**config.mk**
```make
export PLATFORM = sky130hd
export DESIGN_NAME = pacman_map_writer
export DESIGN_NICKNAME = d
export VERILOG_FILES = /design/src/rtl/pacman_pkg.sv /design/src/rtl/pacman_map_writer_map_addr_calc.sv /design/src/rtl/pacman_map_writer.sv
export SDC_FILE = /design/constraint.sdc
export NUM_CORES = 1
export LEC_CHECK = 0
export CELL_PAD_IN_SITES_DETAIL_PLACEMENT = 0
export CELL_PAD_IN_SITES_GLOBAL_PLACEMENT = 1
export CORE_MARGIN = 1.5
export CORE_UTILIZATION = 45
export DETAILED_ROUTE_END_ITERATION = 7
export GPL_TIMING_DRIVEN = 0
export PLACE_DENSITY_LB_ADDON = 0.1
export SYNTH_ARGS = -nofsm -noshare
export SYNTH_HDL_FRONTEND = slang
export SYNTH_SLANG_ARGS = --single-unit
```
**constraint.sdc**
```tcl
create_clock -name CLOCK_50 -period 7.15 [get_ports CLOCK_50]
set_clock_uncertainty 0.2 [all_clocks]
set_input_delay 0.715 -clock CLOCK_50 [delete_from_list [all_inputs] [get_ports CLOCK_50]]
set_output_delay 0.715 -clock CLOCK_50 [all_outputs]
set_load 0.02 [all_outputs]
```
**src/rtl/pacman_pkg.sv**
```systemverilog
// Shared definitions for the Pac-Man map datapath: cell codes, writer states
// and default map geometry.
package pacman_pkg;

  localparam int MAP_W_DEF = 40;
  localparam int MAP_H_DEF = 30;

  localparam logic [3:0] CELL_EMPTY  = 4'd0;
  localparam logic [3:0] CELL_WALL   = 4'd1;
  localparam logic [3:0] CELL_PILL   = 4'd2;
  localparam logic [3:0] CELL_PACMAN = 4'd3;

  typedef enum logic [2:0] {
    IDLE,
    PACE,
    ERASE,
    WRITE,
    DONE
  } writer_state_t;

endpackage

```
**src/rtl/pacman_map_writer_map_addr_calc.sv**
```systemverilog
// Combinational cell-to-address mapping: addr = y*MAP_W + x, row-major.
module map_addr_calc
  import pacman_pkg::*;
#(
  parameter int MAP_W  = MAP_W_DEF,
  parameter int ADDR_W = 11
) (
  input  logic [5:0]        x,
  input  logic [4:0]        y,
  output logic [ADDR_W-1:0] addr
);

  // Widen both operands before the multiply so in-range rows never truncate.
  assign addr = ADDR_W'(y) * ADDR_W'(MAP_W) + ADDR_W'(x);

endmodule

```
**src/rtl/pacman_map_writer.sv**
```systemverilog
// Writes each accepted Pac-Man move into the map RAM: paces, erases the old
// cell, writes the new one, then pulses done for the location controller.
//
// state | meaning
// IDLE  | waiting for next != curr
// PACE  | speed-limiting delay before touching the RAM
// ERASE | writing CELL_EMPTY at latched curr, held while ram_busy
// WRITE | writing CELL_PACMAN at latched next, held while ram_busy
// DONE  | one-cycle done pulse, location controller commits next
module pacman_map_writer
  import pacman_pkg::*;
#(
  parameter int MAP_W      = MAP_W_DEF,
  parameter int MAP_H      = MAP_H_DEF,
  parameter int ADDR_W     = 11,
  parameter int CELL_W     = 4,
  parameter int MOVE_DELAY = 2500000
) (
  input  logic              CLOCK_50,
  input  logic              reset,
  input  logic [5:0]        curr_pacman_x,
  input  logic [4:0]        curr_pacman_y,
  input  logic [5:0]        next_pacman_x,
  input  logic [4:0]        next_pacman_y,
  input  logic              ram_busy,
  output logic              wr_en,
  output logic [ADDR_W-1:0] wr_addr,
  output logic [CELL_W-1:0] wr_data,
  output logic              done,
  output logic              busy,
  output logic              oob_err
);

  localparam int CNT_W = (MOVE_DELAY > 1) ? $clog2(MOVE_DELAY) : 1;
  localparam logic [CNT_W-1:0] PACE_LAST = CNT_W'(MOVE_DELAY - 1);

  writer_state_t     state, state_nxt;
  logic [5:0]        curr_x_q, next_x_q;
  logic [4:0]        curr_y_q, next_y_q;
  logic [CNT_W-1:0]  pace_cnt;
  logic [ADDR_W-1:0] curr_addr, next_addr;
  logic              move_req, next_oob, pace_end;

  assign move_req = (next_pacman_x != curr_pacman_x) || (next_pacman_y != curr_pacman_y);
  assign next_oob = (int'(next_x_q) >= MAP_W) || (int'(next_y_q) >= MAP_H);
  assign pace_end = (pace_cnt == PACE_LAST);
  assign busy     = (state != IDLE);

  // Addresses come straight off the latched coordinates, so they are ready
  // the moment ERASE/WRITE is entered.
  map_addr_calc #(.MAP_W(MAP_W), .ADDR_W(ADDR_W)) u_curr_addr (
    .x    (curr_x_q),
    .y    (curr_y_q),
    .addr (curr_addr)
  );

  map_addr_calc #(.MAP_W(MAP_W), .ADDR_W(ADDR_W)) u_next_addr (
    .x    (next_x_q),
    .y    (next_y_q),
    .addr (next_addr)
  );

  // State register; reset aborts any move in flight without a done pulse.
  always_ff @(posedge CLOCK_50) begin
    if (reset) state <= IDLE;
    else       state <= state_nxt;
  end

  // Coordinate latch, pace counter and sticky out-of-range flag.
  always_ff @(posedge CLOCK_50) begin
    if (reset) begin
      curr_x_q <= '0;
      curr_y_q <= '0;
      next_x_q <= '0;
      next_y_q <= '0;
      pace_cnt <= '0;
      oob_err  <= 1'b0;
    end else begin
      case (state)
        IDLE: begin
          if (move_req) begin
            curr_x_q <= curr_pacman_x;
            curr_y_q <= curr_pacman_y;
            next_x_q <= next_pacman_x;
            next_y_q <= next_pacman_y;
            pace_cnt <= '0;
          end
        end
        PACE: begin
          if (!pace_end)     pace_cnt <= pace_cnt + CNT_W'(1);
          if (pace_end && next_oob) oob_err <= 1'b1;
        end
        default: ;
      endcase
    end
  end

  // Next-state and RAM port drive; outputs depend only on state so they stay
  // stable across ram_busy stalls.
  always_comb begin
    state_nxt = state;
    wr_en     = 1'b0;
    wr_addr   = '0;
    wr_data   = CELL_W'(CELL_EMPTY);
    done      = 1'b0;
    case (state)
      IDLE: begin
        if (move_req) state_nxt = PACE;
      end
      PACE: begin
        if (pace_end) state_nxt = next_oob ? DONE : ERASE;
      end
      ERASE: begin
        wr_en   = 1'b1;
        wr_addr = curr_addr;
        wr_data = CELL_W'(CELL_EMPTY);
        if (!ram_busy) state_nxt = WRITE;
      end
      WRITE: begin
        wr_en   = 1'b1;
        wr_addr = next_addr;
        wr_data = CELL_W'(CELL_PACMAN);
        if (!ram_busy) state_nxt = DONE;
      end
      DONE: begin
        done      = 1'b1;
        state_nxt = IDLE;
      end
      default: state_nxt = IDLE;
    endcase
  end

endmodule

```
== Yosys cells after proc, flatten, opt, wreduce, memory -nomap -nowiden ==
Cells that the tools add are included.

* Add/sub/neg operators: 3
* Multiply operators: 2
* Magnitude comparators: 2
* Equality and inequality tests: 12
* Multiplexer cells: 13
* Reduce and logical (&&, ||, !) cells: 11

{| class="wikitable"
|+ Operators with widths
! cell !! count
|-
| 22-bit two-way mux || 2
|-
| 22-bit case mux with 2 select lines || 1
|-
| 11-bit by 6-bit adder with 11-bit output || 2
|-
| 22-bit by 1-bit adder with 22-bit output (second input constant) || 1
|-
| 22-bit equality test (second input constant) || 1
|-
| 11-bit case mux with 2 select lines || 1
|-
| 5-bit by 3-bit multiplier with 8-bit output (second input constant) || 2
|-
| 3-bit two-way mux || 5
|-
| 3-bit case mux with 4 select lines || 1
|-
| 2-bit != test (second input constant) || 5
|-
| 3-bit by 2-bit equality test with 1-bit output (second input constant) || 2
|-
| 6-bit >= comparator (second input constant) || 1
|-
| 6-bit != test || 1
|-
| 5-bit >= comparator (second input constant) || 1
|-
| 5-bit != test || 1
|-
| 2-bit AND reduction || 2
|-
| 4-bit AND reduction || 1
|-
| 3-bit by 1-bit equality test with 1-bit output (second input constant) || 1
|-
| 3-bit equality test (second input constant) || 1
|-
| 3-bit logical NOT || 1
|-
| 3-bit AND reduction || 1
|-
| 3-bit nonzero test || 1
|-
| 1-bit logical OR || 2
|-
| 1-bit two-way mux || 2
|-
| 4 further kinds || 4
|}

* Flip-flop bits (word level): 48
* Input port bits: 25
* Output and inout port bits: 19
* Logic and storage cells: 50

== Logic depth before layout (Yosys ltp) ==
* Depth after elaboration: 5
* Mapped depth: 8
* Gate-level depth less buffers: 8

== Hierarchy ==
From an unflattened synthesis, not the netlist that was laid out.

* Cell total of the unflattened synthesis: 357
* Area total of the unflattened synthesis: 3223.1 µm²

{| class="wikitable"
|+ Modules (own cells, without submodules)
! module !! times used !! cells each !! area an instance (µm²) !! seq. area each (µm²)
|-
| pacman_map_writer || 1 || 293 || 2602.5 || 960.9
|-
| map_addr_calc || 2 || 32 || 310.3 || 0.0
|}

== Least setup slack after synthesis ==
Ideal clock, no wire load.

* Path type: flip-flop to output port
* From: register curr_y_q[1]
* To: output wr_addr[8]
* Data arrival time: 2.360 ns
* Required time: 6.235 ns
* Slack: 3.875 ns
* Cell stages (with the launch flop): 8
* Buffers on the path: 0
* Cell sequence: dfxtp_1 > ha_1 > ha_1 > fa_1 > nand2_1 > o21ai_0 > or3b_2 > a21oi_1

* Cells in the longest elaborated chain, start to end: 3

{| class="wikitable"
|+ RTL lines
! item !! line !! RTL
|-
| from (decl) || pacman_map_writer.sv:39 || <nowiki>logic [4:0] curr_y_q, next_y_q;</nowiki>
|-
| from (signal assigned) || pacman_map_writer.sv:83 || <nowiki>curr_y_q <= curr_pacman_y;</nowiki>
|-
| 5-bit by 3-bit multiplier with 8-bit output || pacman_map_writer_map_addr_calc.sv:14 || <nowiki>assign addr = ADDR_W'(y) * ADDR_W'(MAP_W) + ADDR_W'(x);</nowiki>
|-
| 11-bit by 6-bit adder with 11-bit output || pacman_map_writer_map_addr_calc.sv:14 ||
|-
| 11-bit case mux with 2 select lines || pacman_map_writer.sv:106 || <nowiki>case (state)</nowiki>
|-
| to (decl) || pacman_map_writer.sv:27 || <nowiki>output logic [ADDR_W-1:0] wr_addr,</nowiki>
|}

Every way passes these cells.

== Final worst setup path ==
Ends and elaborated chain as after synthesis.

==> results.txt <==
Status: complete, no violations
Post-route setup TNS: 0 ns
Vias in the first global route: 2653
Antenna diodes: 0
Lkg Pwr: 1.53 nW
Final hold slack: 0.301 ns
Synth Cell Area: 3170 sq um
CTS sink count: 48
Via count: 2890
CP Launch Type: register
Row cnt: 30
Largest net degree at the start of global routing: 15
Clk root buf: clkbuf_8
Final setup fails: 0
First-pass GRT wire length: 13700 um
CTS max path bufs: 2
Synth Flop Type: dfxtp_1
Share of cells above drive strength 1: 6.47%
Antenna violations before repair: 0
Total Nets Final: 464
Reg2Reg Depth: 7
Post-Place Worst Slack: 3.31 ns
Post-CTS Hold Buffers: 0
Critical Path RT: 6.23 ns
Antenna Nets Post-Route: 0
Critical Path Sink Type: output port
Cell variety after synth: 51
CTS tree: done
Min-delay worst type: reg2reg
GPL Wtd Cong: 0.822
Post-synth EDFFs: 0
Worst Path Arrival: 3.28 ns
Final Routed Wirelength: 8470 um
Starting DRT DRC Count: 159
H-tree Lvls: 2
Total gr overflow: 0
CP Max Fanout: 4
WHS Path Cells: 2
Placed Cells: 505
Yosys warns: 0
Die Y: 87.0 um
Max IR drop VDD: 0.102 mV
Vias/cell: 5.63
Final worst slack: 2.96 ns
CTS resizes: 0
WS Path Type: reg2out
Asr flop ratio synth: 0%
# Max-Cap Violations: 0
Commonest non-fill, non-tap cells in the layout: dfxtp_1, clkdlybuf4s50_1, nor2_1
Initial Util: 46.7%
Mean Syn Cell Area: 8.65 sq um
Port Buffer Count: 41
Clock slew at reported path FFs: 0.09 ns
Core Region: 6790 sq um
DRC: 0
RSZ-0062 raised after global routing: false
DIE WIDTH: 87.0 um
Fin crit period: 4.19 ns
CTS Buf Count: 5
Slew Viols, Final: 0
Synth Register Bits: 48
Final period util: 58.6%
First drt pass iteration count: 4
Commonest non-fill, non-tap cell in the layout: dfxtp_1
F_max: 239 MHz
Final Hold Viols: 0
Pwr dens: 188 nW/um^2
Finished Layout Cells: 513
Worst-skew pair later-pin latency: 0.30 ns
Worst-Margin Slew: 0.943 ns
Mean routed wirelength per cell: 16.5 um
Relative slew slack: 36.6%
Die ar.: 7570 sq um
Layout area overhead: 19.8%
Num ports: 44
Cell count after synthesis: 367
Post-CTS Setup Repair Bufs: 0
Hpwl dp: 6510 um
Final core occ: 56.0%
Seq/Total Area, Yosys: 30.3%
Tot GR Track Use: 23.4%
## final cells by class
| cell class | count | area (sq um) |
|---|---|---|
| well taps | 96 | 120 |
| multi-input cells | 288 | 2070 |
| inverters | 10 | 37.5 |
| clock inverters | 1 | 7.51 |
| clock buffers | 7 | 86.3 |
| fillers | 649 | 2990 |
| flip-flops and latches | 48 | 961 |
| repair buffers | 41 | 410 |
| plain buffers | 22 | 108 |
## per-layer routing
metal  vias up  share of wire, %  global-route usage (%)  wire length [um]
li1       1452                 -                       -                 -
met5         -                 0                       0                 0
met3         7               4.6                    4.08               391
met1      1359                52                    35.0              4400
met4         0              0.90                    5.57                76
met2        72                42                    34.7              3600
## critical path, cell delays in order (launching register included)
cell	delay [ns]
dfxtp_1	0.45
ha_1	0.27
ha_1	0.23
fa_1	0.40
xnor2_1	0.26
nor3_1	0.11
or3b_2	0.47
a21oi_1	0.16
clkdlybuf4s50_1	0.63
## power breakdown
part / internal [mW] / switching, mW
Sequential: 0.284 / 0.0160
Combinational: 0.101 / 0.137
Clock: 0.0789 / 0.0956
Total: 0.464 / 0.249
## per-stage QoR
step	instance area, sq um	total power, mW
floorplan	3180	0.465
global placement	3710	0.540
detailed placement	3710	0.542
CTS	3800	0.717
global route	3800	0.753
finish	3800	0.713
## kinds of logic after synthesis
kind of cell,count (synthesis),share of synthesized area (%)
AO/OA/AOI/OAI,86,19.4
XOR/XNOR,23,6.35
adder cells (fa/ha/maj),23,10.0
buffers and inverters,32,4.57
flip-flops,48,30.3
multiplexers,27,8.51
other,1,0.118
AND/OR/NAND/NOR,127,20.7
## path summary, 6_finish.rpt
| path | endpoint | slack [ns] | startpoint |
|---|---|---|---|
| setup / recovery | wr_addr[8] | 2.96 | curr_y_q[1] |
| setup reg to reg | pace_cnt[11] | 4.31 | pace_cnt[0] |
| hold reg to reg | curr_x_q[2] | 0.30 | curr_x_q[2] |
| hold / removal | curr_x_q[2] | 0.30 | curr_x_q[2] |
## synth_stat cells (all sizes together) (2+ instances only)
cell type | instances | area (sq um)
o21ai | 10 | 50.0
nor4 | 4 | 58.8
nand2 | 30 | 113
a21o | 10 | 75.1
buf | 8 | 55.1
dfxtp | 48 | 961
nor3 | 9 | 45.0
a21oi | 18 | 90.1
a31oi | 12 | 75.1
clkbuf | 14 | 52.6
and3 | 8 | 50.1
nand3 | 13 | 65.1
and4 | 4 | 35.0
inv | 10 | 37.5
a211oi | 6 | 45.0
ha | 19 | 238
nor2 | 40 | 153
nand4b | 2 | 17.5
or4 | 2 | 15.0
nand4 | 8 | 50.1
o41ai | 2 | 17.5
xnor2 | 19 | 166
o2111ai | 2 | 17.5
a311oi | 11 | 121
a41oi | 5 | 43.8
o31ai | 3 | 22.5
xor2 | 4 | 35.0
mux2i | 27 | 270
fa | 4 | 80.1
## flip-flops by register name, indices dropped and copies added, names as in the netlist
name      cells
pace_cnt     22
curr_x_q      6
next_x_q      6
curr_y_q      5
next_y_q      5
state         3
oob_err       1
No activity file was read; power rests on OpenSTA's default activity.
